==> src/rtl/fpnew_classifier_pipe.sv <==
// fpnew_classifier_pipe: pipelined multi-format FP operand classifier.
// Classifies up to NumOperands FLEN-wide operands per transaction into
// fp_info_t records plus an FCLASS mask for operand 0, then carries the
// result through NumPipeRegs elastic register stages.
// Optional feature macro: FPNEW_NANBOX_CHECK_EN (NaN-boxing check). When it
// is undefined every operand is treated as boxed and the upper bits are ignored.

package fpnew_pkg;

  typedef enum logic [2:0] {
    FP32    = 3'd0,
    FP64    = 3'd1,
    FP16    = 3'd2,
    FP8     = 3'd3,
    FP16ALT = 3'd4
  } fp_format_e;

  typedef struct packed {
    logic is_normal;
    logic is_subnormal;
    logic is_zero;
    logic is_inf;
    logic is_nan;
    logic is_signalling;
    logic is_quiet;
    logic is_boxed;
  } fp_info_t;

endpackage

// Handshake: a transfer happens on a rising edge where valid and ready are
// both high. A producer holding valid keeps its payload stable until the
// transfer; ready may depend on downstream ready only through the stage
// chain, never the payload. flush_i and rst_i drop every in-flight beat.
module fpnew_classifier_pipe #(
  parameter int FLEN        = 64,
  parameter int NumOperands = 3,
  parameter int NumPipeRegs = 1,
  parameter int TagWidth    = 4
) (
  input  logic                                 clk_i,
  input  logic                                 rst_i,
  input  logic                                 flush_i,
  input  logic                                 in_valid_i,
  output logic                                 in_ready_o,
  input  logic [NumOperands-1:0][FLEN-1:0]     operands_i,
  input  logic [2:0]                           fmt_i,
  input  logic [TagWidth-1:0]                  tag_i,
  output logic                                 out_valid_o,
  input  logic                                 out_ready_i,
  output fpnew_pkg::fp_info_t [NumOperands-1:0] info_o,
  output logic [9:0]                           fclass_o,
  output logic                                 illegal_fmt_o,
  output logic [TagWidth-1:0]                  tag_o,
  output logic                                 busy_o
);

  localparam int InfoW = NumOperands * 8;
  localparam int PW    = InfoW + 10 + 1 + TagWidth;

  // Returns {sign, info} for one operand interpreted in format fmt.
  function automatic logic [8:0] classify_op(input logic [FLEN-1:0] op,
                                             input logic [2:0]      fmt);
    logic [63:0]         x;
    logic                sign;
    logic                exp_zero;
    logic                exp_ones;
    logic                man_zero;
    logic                man_msb;
    logic                boxed;
    int                  w;
    fpnew_pkg::fp_info_t info;
    x              = '0;
    x[FLEN-1:0]    = op;
    sign           = 1'b0;
    exp_zero       = 1'b0;
    exp_ones       = 1'b0;
    man_zero       = 1'b0;
    man_msb        = 1'b0;
    w              = 0;
    case (fmt)
      3'd0: begin
        sign = x[31]; exp_zero = ~|x[30:23]; exp_ones = &x[30:23];
        man_zero = ~|x[22:0]; man_msb = x[22]; w = 32;
      end
      3'd1: begin
        sign = x[63]; exp_zero = ~|x[62:52]; exp_ones = &x[62:52];
        man_zero = ~|x[51:0]; man_msb = x[51]; w = 64;
      end
      3'd2: begin
        sign = x[15]; exp_zero = ~|x[14:10]; exp_ones = &x[14:10];
        man_zero = ~|x[9:0]; man_msb = x[9]; w = 16;
      end
      3'd3: begin
        sign = x[7]; exp_zero = ~|x[6:2]; exp_ones = &x[6:2];
        man_zero = ~|x[1:0]; man_msb = x[1]; w = 8;
      end
      3'd4: begin
        sign = x[15]; exp_zero = ~|x[14:7]; exp_ones = &x[14:7];
        man_zero = ~|x[6:0]; man_msb = x[6]; w = 16;
      end
      default: begin
        w = 0;
      end
    endcase
`ifdef FPNEW_NANBOX_CHECK_EN
    // Every container bit above the format width must be one.
    boxed = 1'b1;
    for (int i = 0; i < 64; i++) begin
      if (i < FLEN && i >= w && !x[i]) boxed = 1'b0;
    end
`else
    boxed = 1'b1;
`endif
    info.is_normal     = boxed & ~exp_zero & ~exp_ones;
    info.is_zero       = boxed & exp_zero & man_zero;
    info.is_subnormal  = boxed & exp_zero & ~man_zero;
    info.is_inf        = boxed & exp_ones & man_zero;
    info.is_nan        = ~boxed | (exp_ones & ~man_zero);
    info.is_signalling = boxed & info.is_nan & ~man_msb;
    info.is_quiet      = info.is_nan & ~info.is_signalling;
    info.is_boxed      = boxed;
    return {sign, info};
  endfunction

  logic                                  w_illegal;
  fpnew_pkg::fp_info_t [NumOperands-1:0] w_info;
  logic                                  w_sign0;
  logic [9:0]                            w_fclass;
  logic [PW-1:0]                         w_payload;
  logic [PW-1:0]                         w_out_payload;

  // FP64 does not fit a 32-bit container; codes above FP16ALT are unused.
  assign w_illegal = (fmt_i > 3'd4) || ((FLEN < 64) && (fmt_i == 3'd1));

  // Per-operand classification; an illegal format forces every record to 0.
  always_comb begin
    logic [8:0] res;
    w_info  = '0;
    w_sign0 = 1'b0;
    res     = '0;
    for (int k = 0; k < NumOperands; k++) begin
      res = classify_op(operands_i[k], fmt_i);
      if (!w_illegal) begin
        w_info[k] = res[7:0];
        if (k == 0) w_sign0 = res[8];
      end
    end
  end

  // FCLASS one-hot for operand 0; unboxed operands already read as qNaN.
  always_comb begin
    w_fclass = '0;
    if (w_info[0].is_nan) begin
      if (w_info[0].is_signalling) w_fclass[8] = 1'b1;
      else                         w_fclass[9] = 1'b1;
    end else if (w_info[0].is_inf) begin
      if (w_sign0) w_fclass[0] = 1'b1;
      else         w_fclass[7] = 1'b1;
    end else if (w_info[0].is_normal) begin
      if (w_sign0) w_fclass[1] = 1'b1;
      else         w_fclass[6] = 1'b1;
    end else if (w_info[0].is_subnormal) begin
      if (w_sign0) w_fclass[2] = 1'b1;
      else         w_fclass[5] = 1'b1;
    end else if (w_info[0].is_zero) begin
      if (w_sign0) w_fclass[3] = 1'b1;
      else         w_fclass[4] = 1'b1;
    end
  end

  assign w_payload = {w_info, w_fclass, w_illegal, tag_i};
  assign {info_o, fclass_o, illegal_fmt_o, tag_o} = w_out_payload;

  if (NumPipeRegs == 0) begin : g_comb
    assign w_out_payload = w_payload;
    assign out_valid_o   = in_valid_i & ~flush_i;
    assign in_ready_o    = out_ready_i;
    assign busy_o        = 1'b0;
  end else begin : g_pipe
    logic [NumPipeRegs-1:0] r_valid;
    logic [PW-1:0]          r_data [NumPipeRegs];
    logic [NumPipeRegs-1:0] w_stage_ready;
    logic [NumPipeRegs-1:0] w_up_valid;
    logic [PW-1:0]          w_up_data [NumPipeRegs];

    // A stage may load when the output is taken or any stage at or after it is empty.
    always_comb begin
      for (int i = 0; i < NumPipeRegs; i++) begin
        w_stage_ready[i] = out_ready_i;
        for (int j = i; j < NumPipeRegs; j++) begin
          if (!r_valid[j]) w_stage_ready[i] = 1'b1;
        end
      end
    end

    // Upstream view of each stage: the input port for stage 0, the previous stage otherwise.
    always_comb begin
      w_up_valid[0] = in_valid_i;
      w_up_data[0]  = w_payload;
      for (int i = 1; i < NumPipeRegs; i++) begin
        w_up_valid[i] = r_valid[i-1];
        w_up_data[i]  = r_data[i-1];
      end
    end

    // Stage registers: reset clears all, flush drops valids, data holds while stalled.
    always_ff @(posedge clk_i) begin
      if (rst_i) begin
        r_valid <= '0;
        for (int i = 0; i < NumPipeRegs; i++) r_data[i] <= '0;
      end else begin
        for (int i = 0; i < NumPipeRegs; i++) begin
          if (w_up_valid[i] && w_stage_ready[i]) r_data[i] <= w_up_data[i];
          if (flush_i)               r_valid[i] <= 1'b0;
          else if (w_stage_ready[i]) r_valid[i] <= w_up_valid[i];
        end
      end
    end

    assign w_out_payload = r_data[NumPipeRegs-1];
    assign out_valid_o   = r_valid[NumPipeRegs-1];
    assign in_ready_o    = w_stage_ready[0];
    assign busy_o        = |r_valid;
  end

endmodule

==> config.mk <==
export PLATFORM = sky130hd
export DESIGN_NAME = fpnew_classifier_pipe
export DESIGN_NICKNAME = d
export VERILOG_FILES = /design/src/rtl/fpnew_classifier_pipe.sv
export SDC_FILE = /design/constraint.sdc
export NUM_CORES = 1
export LEC_CHECK = 0
export BUFFER_PORTS_ARGS = -buffer_cell sky130_fd_sc_hd__clkbuf_2
export CORE_MARGIN = 8
export CORE_UTILIZATION = 25
export CTS_CLUSTER_DIAMETER = 60
export DETAILED_ROUTE_END_ITERATION = 7
export PLACE_DENSITY_LB_ADDON = 0.3
export REMOVE_ABC_BUFFERS = 1
export SETUP_SLACK_MARGIN = 0.02
export SLEW_MARGIN = 15
export SYNTH_ARGS = -nofsm -noshare
export SYNTH_HDL_FRONTEND = slang
export SYNTH_SLANG_ARGS = --single-unit
==> constraint.sdc <==
create_clock -name clk_i -period 2.45 [get_ports clk_i]
set_clock_uncertainty 0.1 [all_clocks]
set_input_delay 0.49 -clock clk_i [delete_from_list [all_inputs] [get_ports clk_i]]
set_output_delay 0.49 -clock clk_i [all_outputs]
set_load 0.02 [all_outputs]
# Word-level counts from Yosys, hierarchy flattened
# Memory sizes are Yosys's and may differ from the RTL's.
# Index checks and enable logic that the tools add are counted.
# totals
reg_bits	1
ramBits	39
inputBits	204
output_inout_bits	42
elab_cells	164
memories	1
# mem_list
name	words	word_bits	rd	rd_ports_with_merged_regs	write_ports	line	text
g_pipe.r_data	1	39	1	0	1	182	logic [PW-1:0] r_data [NumPipeRegs];
# classes
order_cmp	1
eq_ne	4
mux	41
bitwise_logic	36
reduce_logical	80
# op_table
op	count
$reduce_or 52->1	3
$reduce_or 23->1	3
$pmux 1 s5	12
$reduce_and 8->1	6
$reduce_or 8->1	6
$mux 39	1
$reduce_or 39->1	1
$reduce_and 11->1	3
$reduce_or 11->1	3
$mux 8	4
$logic_not 1->1	30
$reduce_and 5->1	6
$reduce_or 10->1	3
$reduce_or 5->1	6
$and 1x1->1	21
$reduce_or 7->1	3
$mux 1	18
$not 1->1	15
$reduce_or 2->1	5
$eq 3x2->1 const B	2
$mux 2	3
$mux 6	1
$mux 4	1
$pmux 1 s4	1
5 further kinds	5

# Depth between registers and ports, before layout
# Gate-level depths: netlist (run 1).
# logic_depth
depth_word	15
ltp_mapped	8

# Worst setup path after synthesis (run 1)
# Ideal clock, no wire load.
# synth_path
kind	in2reg
startpoint	in operands_i[140] (netlist bit)
endpoint	mem g_pipe.r_data[0][37] (netlist bit), data pin
arrival_ns	1.774
path_slack_ns	0.321
stages	5
n_path_buf	0
path_cell_list	or4_4 nor4_2 o2111ai_1 o21a_1 and3_1
# synth_between
elab_chain_cells	7
elab_cells_between_ends	14
# synth_rtl
item	line	text
start, declared	46	input logic [NumOperands-1:0][FLEN-1:0] operands_i,
$reduce_or 52->1 or $reduce_or 23->1 (tied branches)	88, 84	
$logic_not 1->1, on equally long branches	88, 84	
$pmux 1 s5	81	case (fmt)
$not 1->1	117	info.is_subnormal = boxed & exp_zero & ~man_zero;
$and 1x1->1 (*)	117	
$mux 8 (*)	144	if (!w_illegal) begin
$mux 39 (no line) (*)	-	
end, declared	182	
# Mark *: on every way between the ends. The rest lies on a longest branch, timed or not.

# Final worst setup path (run 1)
# layout_path
startpoint	in fmt_i[1]
endpoint	mem g_pipe.r_data[0][33] (netlist bit), data pin
# layout_between
elab_chain_cells	7
elab_cells_between_ends	15
# layout_rtl
item	line	text
start, declared	47	input logic [2:0] fmt_i,
$eq 3x3->1, or another cell as far along	81	
$pmux 1 s5	81	
$not 1->1	119	info.is_nan = ~boxed | (exp_ones & ~man_zero);
$and 1x1->1	119	
$and 1x1->1	120	info.is_signalling = boxed & info.is_nan & ~man_msb;
$mux 8 (*)	144	
$mux 39 (no line) (*)	-	
# Marked as above.

==> results.toml, run 1 <==
[worst_setup_path]
required_ns = 2.39
path_cells = "clkbuf_2 > or3_1 > nor3_1 > a211oi_1 > a21oi_2 > and3_1"
cpMaxStageDelayCell = "a211oi_1"
r2r_cells = 6
worstSetupPathType = "in -> reg"
end_kind = "flop"
slowest_delay_ns = 0.65
startpoint_type = "input port"
cp_top_family = "compound AO/OA/AOI/OAI gates"
worstPathArrival_ns = 2.16
critPathBufInv = 1
crit_cells = 6
worstPathMaxFanout = 10

[die]
dieArea_sq_um = 14500
ios = 246
design.core.area_sq_um = 10700
fp.dieW_um = 121
die-height_um = 121
rows = 38
initial_core_util_pct = 25.4

[global_routing]
grt_first_pass_wirelength_um = 18000
grt_max_degree = 38
grt_pass1_vias = 3637
antenna_found_initial = 0
overflow = 0
track_usage_pct = 15.4

[yosys]
yosysUniqueCellTypes = 53
yosysSeqAreaShare_pct = 41.4
yosysTopAreaCell = "edfxtp_1"
synth_seq_cells = 38
async_flop_share_pct = 0
avgSynthCellArea_sq_um = 9.45
synth_ff_type = "edfxtp_1"
synth_edf_count = 37
ys_warn_count = 0
syn_area_sq_um = 2730
synthCells = 289
synth_top_area_share_pct = 40.7
synth_area_leaders = "edfxtp_1, nor4_1, nand4_1"

[detailed_routing]
vias = 3413
drc = 0
drt_iter0_markers = 125
firstDrtPassIters = 4
wl_um = 11600
antenna_left = 0
post_drt_wl_per_cell_um = 17.0
viasPerCell = 4.99

[clocking]
ctsRootBufferMaster = "clkbuf_8"
cts_tree = "built"
cts.sinks = 38
cts-resized-gates = 0
clk_latency_ns = 0.29
post_cts_buffers = 0
htree_levels = 2
ctsLongestPathBuffers = 2
numCtsBuffers = 5
ctsHoldBuffers = 0
clk_pin_slew_ns = 0.08

[worst_hold_path]
min_path_type = "in -> reg"
holdPathStages = 2

[placement]
port_buffers = 243
pre_cts_slack_ns = -0.0337
gp_congestion = 0.809
dp_hpwl_um = 10500

[outcome]
status = "finished clean"

[layout]
diodes = 0
fillCellCount = 1122
area_delta_synth_final_pct = 56.9
final_nets = 747
drive_gt1_share_pct = 51.8

[power]
switching_share_pct = 25.1
p_switching_uw = 455
p_int_uw = 1360
pwr-share-clk_pct = 34.2
p_seq_share_pct = 41.8
ir_worst_vdd_mv = 0.262
p_leak_uw = 0.00201
powerDensity_nw_per_um2 = 424
p_comb_share_pct = 24.0
fin_total_pwr_uw = 1810

[timing]
drv_slew = 0
worst_slew_pin_slew_ns = 0.749
timing.fmax_mhz = 450
rsz0062_at_grt = "no"
fin_setup_tns_ns = 0
relSlewSlack_pct = 49.8
finalHoldViolations = 0
setup_violations = 0
final.min_clock_period_ns = 2.22
finalWorstSetupSlack_ns = 0.228
period_share_pct = 90.7

[run]
drv_cap = 0
[state kept, by name, indices dropped and copies added (netlist names)]
name and cells:
g_pipe.r_data 37, busy_o 1
[synthesized netlist by cell type, types with 4 or more instances]
master / number
nor4_1: 30
nand4_1: 22
and2_1: 7
nand2_1: 10
nor3b_1: 4
buf_4: 5
nand3_1: 10
buf_6: 5
and4_1: 5
a31oi_1: 5
nor3_1: 24
and3_1: 12
edfxtp_1: 37
nor2_1: 27
mux2i_1: 6
or4_1: 8
o21ai_0: 11
a21oi_1: 5
[worst paths after layout]
path                  startpoint                                  to  slack [ns]
max                     fmt_i[1]  g_pipe.r_data[0][33]$_SDFFCE_PN0P_        0.23
min                      flush_i                 busy_o$_SDFFE_PP0N_        0.25
max reg2reg  busy_o$_SDFFE_PP0N_  g_pipe.r_data[0][25]$_SDFFCE_PN0P_        0.76
min reg2reg  busy_o$_SDFFE_PP0N_                 busy_o$_SDFFE_PP0N_        0.54
[layer usage]
metal / vias up / share of wire [%] / global-route usage (%)
met2: 148 / 52 / 28.7
met5: - / 0 / 0
met4: 0 / 1.4 / 4.53
li1: 1689 / - / -
met1: 1565 / 39 / 17.1
met3: 11 / 6.9 / 3.50
[worst register-to-register path, delay by kind of cell (launching register included)]
| family | cells | cell delay [ns] |
|---|---|---|
| flops | 1 | 0.32 |
| simple gates | 4 | 0.74 |
| compound gates | 1 | 0.17 |
| buf+inv | 1 | 0.20 |
[layout make-up]
| class | instances | area (sq um) | area share, % |
|---|---|---|---|
| clock buffer | 5 | 68.8 | 1.61 |
| clock inverter | 3 | 68.8 | 1.61 |
| inverter | 3 | 11.3 | 0.263 |
| multi-input combinational | 234 | 1480 | 34.5 |
| sequential | 38 | 1130 | 26.4 |
| tap | 140 | 175 | 4.09 |
| timing repair buffer | 261 | 1350 | 31.6 |
[layout by cell type (no fill, tap or decap), types with 5 or more instances in the layout]
cell type	synthesis	layout
a21oi_1	5	5
a31oi_1	5	5
and2_1	7	7
and3_1	12	12
and4_1	5	5
buf_4	5	18
clkbuf_2	0	243
clkbuf_8	0	5
edfxtp_1	37	37
mux2i_1	6	6
nand2_1	10	10
nand3_1	10	10
nand4_1	22	22
nor2_1	27	27
nor3_1	24	24
nor4_1	30	30
o21ai_0	11	11
or4_1	8	8
[cell families (layout without fill, tap and decap cells)]
logic type / count (synthesis) / count (layout) / synth area share [%]
AOI/OAI and AO/OA: 45 / 45 / 11.0
buffers and inverters: 17 / 272 / 4.49
DFF: 38 / 38 / 41.4
muxes: 6 / 6 / 2.20
and+or+nand+nor: 183 / 183 / 40.9
[stage by stage]
stage	instance area, sq um	std cells	utilization [%]	hold slack (ns)
CTS	4280	684	39.9	0.237
detailed placement	4150	676	38.6	0.526
finish	4280	684	39.9	0.250
global route	4280	684	39.9	0.257
global placement	4150	676	38.6	0.518
floorplan	2620	275	-	0.467
[power groups by stage]
stage	registers (uW)	logic (uW)	clock network [uW]
floorplan	826	97.2	0
global placement	773	431	0
detailed placement	774	438	0
CTS	759	440	633
global route	762	477	654
finish	758	435	621
Note: power is estimated with default switching activity, not from simulation.
==> run 2: changes to the inputs <==
--- a/config.mk
+++ b/config.mk
@@ -6,7 +6,7 @@
 export NUM_CORES = 1
 export LEC_CHECK = 0
 export BUFFER_PORTS_ARGS = -buffer_cell sky130_fd_sc_hd__clkbuf_2
-export CORE_MARGIN = 8
+export CORE_MARGIN = 2
 export CORE_UTILIZATION = 25
 export CTS_CLUSTER_DIAMETER = 60
 export DETAILED_ROUTE_END_ITERATION = 7
==> results.toml, run 2 (synthesis gave the netlist of run 1 again) <==
[detailed_routing]
drt_iter0_markers = 130
viasPerCell = 4.86
wl_um = 10100
drc = 0
vias = 3337
post_drt_wl_per_cell_um = 14.7
antenna_left = 0
firstDrtPassIters = 4

[clocking]
numCtsBuffers = 5
cts_tree = "built"
post_cts_buffers = 0
clk_pin_slew_ns = 0.08
ctsRootBufferMaster = "clkbuf_8"
cts-resized-gates = 0
ctsHoldBuffers = 0
cts.sinks = 38
htree_levels = 2
ctsLongestPathBuffers = 2
clk_latency_ns = 0.29

[worst_setup_path]
end_kind = "flop"
worstPathMaxFanout = 7
worstSetupPathType = "in -> reg"
r2r_cells = 6
startpoint_type = "input port"
r2r_start = "busy_o$_SDFFE_PP0N_"
rrSetupSlack_ns = 0.79
crit_path_start = "fmt_i[2]"
r2r-end = "g_pipe.r_data[0][17]$_SDFFCE_PN0P_"
required_ns = 2.43
worstPathArrival_ns = 2.16
endpoint = "g_pipe.r_data[0][10]$_SDFFCE_PP0P_"

[global_routing]
track_usage_pct = 16.5
grt_max_degree = 38
antenna_found_initial = 0
overflow = 0
grt_first_pass_wirelength_um = 14900
grt_pass1_vias = 3133

[layout]
final_cell_mix = "clkbuf_2, edfxtp_1, nor4_1, nor2_1, nor3_1"
fin_util_pct = 39.8
final_nets = 749
area_delta_synth_final_pct = 56.6
diodes = 0
drive_gt1_share_pct = 52.0
fillCellCount = 1138
largest_reg_flops = 37
final_common_cell = "clkbuf_2"
regMostFlops = "g_pipe.r_data"

[die]
initial_core_util_pct = 25.4
design.core.area_sq_um = 10700
rows = 38
die-height_um = 109
fp.dieW_um = 109
ios = 246
dieArea_sq_um = 11800

[placement]
dp_hpwl_um = 9000
pre_cts_slack_ns = -0.00802
port_buffers = 243
gp_congestion = 0.805

[timing]
worst_slew_pin_slew_ns = 0.818
hold_ws_ns = 0.246
final.min_clock_period_ns = 2.18
finalHoldViolations = 0
drv_slew = 0
finalWorstSetupSlack_ns = 0.275
setup_violations = 0
relSlewSlack_pct = 45.5
fin_setup_tns_ns = 0
period_share_pct = 88.8
timing.fmax_mhz = 460
rsz0062_at_grt = "no"

[power]
p_comb_share_pct = 25.3
p_seq_share_pct = 44.1
fin_total_pwr_uw = 1720
p_switching_uw = 462
switching_share_pct = 26.9
ir_worst_vdd_mv = 0.305
p_leak_uw = 0.00200
powerDensity_nw_per_um2 = 402
pwr-share-clk_pct = 30.5
p_int_uw = 1250

[worst_hold_path]
min_path_type = "in -> reg"
holdPathStages = 2
hp-start = "flush_i"

[run]
drv_cap = 0

[outcome]
status = "finished clean"
## run 2: changes by cell type in the layout (fill, tap and decap cells not counted), sizes merged
cell,delta
clkinv,-1
bufinv,-1
buf,+2
clkinvlp,+2
## run 2: power by group through the flow
stage	logic, uW	registers (uW)	clock network [uW]
finish	435	758	524
global route	478	761	557
CTS	439	759	534
floorplan	97.2	826	0
detailed placement	438	773	0
global placement	431	773	0
## run 2: per-stage QoR
stage | instance area, sq um | std cells
2_1_floorplan | 2620 | 275
3_3_place_gp | 4160 | 678
3_5_place_dp | 4160 | 678
4_1_cts | 4270 | 686
5_1_grt | 4270 | 686
6_report | 4270 | 686
## run 2: worst min path at each step
stage	to	slack [ns]
finish	busy_o$_SDFFE_PP0N_	0.25
global route	busy_o$_SDFFE_PP0N_	0.23
CTS	busy_o$_SDFFE_PP0N_	0.24
detailed placement	busy_o$_SDFFE_PP0N_	0.52
global placement	busy_o$_SDFFE_PP0N_	0.52
floorplan	busy_o$_SDFFE_PP0N_	0.47
## run 2: worst max-delay path: stages
cell,delay [ns]
clkbuf_2,0.15
or3_1,0.51
buf_4,0.19
o221ai_1,0.29
nor2_1,0.17
nor4b_1,0.36
## run 2: metal layers
| metal | routed length, um | vias to the layer above | global-route usage, % |
|---|---|---|---|
| met5 | 0 | - | 0 |
| met4 | 209 | 0 | 6.14 |
| met3 | 518 | 15 | 1.69 |
| met2 | 5120 | 131 | 29.2 |
| met1 | 4240 | 1494 | 20.8 |
| li1 | - | 1697 | - |
## run 2: area by class of cell
| type | instances | area, sq um | share of cell area [%] |
|---|---|---|---|
| timing repair buffer | 263 | 1370 | 32.0 |
| sequential | 38 | 1130 | 26.5 |
| multi-input combinational | 234 | 1480 | 34.5 |
| tap | 140 | 175 | 4.10 |
| clock buffer | 5 | 68.8 | 1.61 |
| clock inverter | 3 | 45.0 | 1.05 |
| inverter | 3 | 11.3 | 0.263 |
==> run 3: changes to the inputs <==
--- a/config.mk
+++ b/config.mk
@@ -10,6 +10,7 @@
 export CORE_UTILIZATION = 25
 export CTS_CLUSTER_DIAMETER = 60
 export DETAILED_ROUTE_END_ITERATION = 7
+export MAX_ROUTING_LAYER = met4
 export PLACE_DENSITY_LB_ADDON = 0.3
 export REMOVE_ABC_BUFFERS = 1
 export SETUP_SLACK_MARGIN = 0.02
==> results.toml, run 3 (synthesis gave the netlist of run 1 again) <==
[outcome]
status = "finished clean"

[worst_setup_path]
r2r_cells = 6
startpoint_type = "input port"
end_kind = "flop"
path_cells = "clkbuf_2 > or3_1 > o31ai_1 > a21oi_1 > nor4b_1"
worstSetupPathType = "in -> reg"
worstPathMaxFanout = 12
required_ns = 2.43
worstPathArrival_ns = 2.14
cpMaxStageDelayCell = "a21oi_1"
slowest_delay_ns = 0.68

[die]
design.core.area_sq_um = 10700
fp.dieW_um = 109
rows = 38
initial_core_util_pct = 25.4
dieArea_sq_um = 11800
ios = 246
die-height_um = 109

[global_routing]
track_usage_pct = 17.0
grt_max_degree = 38
overflow = 0
grt_first_pass_wirelength_um = 14900
grt_pass1_vias = 3132
antenna_found_initial = 0

[placement]
port_buffers = 243
gp_congestion = 0.816
dp_cells = 678
dp_hpwl_um = 9000

[worst_hold_path]
holdPathStages = 2
min_path_type = "in -> reg"

[power]
powerDensity_nw_per_um2 = 402
p_leak_uw = 0.00200
fin_total_pwr_uw = 1720
ir_worst_vdd_mv = 0.305

[layout]
diodes = 0
final_common_cell = "clkbuf_2"
fin_util_pct = 39.8
stdcell_count = 686
regMostFlops = "g_pipe.r_data"
final_cell_mix = "clkbuf_2, edfxtp_1, nor4_1, nor2_1, nor3_1"
largest_reg_flops = 37
drive_gt1_share_pct = 52.0
final_nets = 749
area_delta_synth_final_pct = 56.6

[timing]
timing.fmax_mhz = 465
worst_slew_pin_slew_ns = 0.816
setup_violations = 0
relSlewSlack_pct = 45.6
finalHoldViolations = 0
rsz0062_at_grt = "no"
final.min_clock_period_ns = 2.15
period_share_pct = 87.8
drv_slew = 0

[clocking]
ctsRootBufferMaster = "clkbuf_8"
cts.sinks = 38
cts-resized-gates = 0
numCtsBuffers = 5
ctsLongestPathBuffers = 2
ctsHoldBuffers = 0
cts_tree = "built"
post_cts_buffers = 0
clk_pin_slew_ns = 0.08
clk_latency_ns = 0.29
htree_levels = 2

[detailed_routing]
antenna_left = 0
wl_um = 10100
drt_iter0_markers = 126
post_drt_wl_per_cell_um = 14.7
vias = 3348
viasPerCell = 4.88
drc = 0
firstDrtPassIters = 4

[run]
drv_cap = 0
==> run 3: per-layer routing <==
metal  wire [um]  vias to the layer above  GRT usage [%]
met3         637                       14           1.63
met1        4100                     1500           20.9
met2        5170                      140           29.3
li1            -                     1694              -
met4         183                        0           5.86
met5           0                        -              -
==> run 3: per-stage QoR <==
stage / area, sq um / setup WS, ns / hold WS [ns] / TNS, ns
2_1_floorplan: 2620 / 0.292 / 0.467 / 0
3_3_place_gp: 4160 / 0.0270 / 0.518 / 0
3_5_place_dp: 4160 / -0.00802 / 0.521 / -0.00802
4_1_cts: 4270 / 0.259 / 0.236 / 0
5_1_grt: 4270 / 0.194 / 0.234 / 0
6_report: 4270 / 0.298 / 0.245 / 0
==> run 3: final cells by class <==
| type | count | area (sq um) |
|---|---|---|
| Fill cell | 1138 | 6470 |
| Clock buffer | 5 | 68.8 |
| Sequential cell | 38 | 1130 |
| Inverter | 3 | 11.3 |
| Clock inverter | 3 | 45.0 |
| Multi-Input combinational cell | 234 | 1480 |
| Timing Repair Buffer | 263 | 1370 |
| Tap cell | 140 | 175 |
==> run 3: where the power goes <==
group / internal (uW) / switching, uW / total, uW
clock: 302 / 223 / 525
sequential: 748 / 9.42 / 758
combinational: 204 / 230 / 434
total: 1250 / 463 / 1720
==> run 3: path summary, 6_finish.rpt <==
path,start,end,slack (ns)
setup / recovery,fmt_i[1],g_pipe.r_data[0][10]$_SDFFCE_PP0P_,0.30
hold / removal,flush_i,busy_o$_SDFFE_PP0N_,0.25
setup reg to reg,busy_o$_SDFFE_PP0N_,g_pipe.r_data[0][17]$_SDFFCE_PN0P_,0.79
hold reg to reg,busy_o$_SDFFE_PP0N_,busy_o$_SDFFE_PP0N_,0.54
==> run 3: worst max-delay path, delay by kind of cell <==
kind                   cells  cell delay [ns]
AO/OA/AOI/OAI              2             0.81
AND/OR/NAND/NOR            2             0.62
buffers and inverters      1             0.21
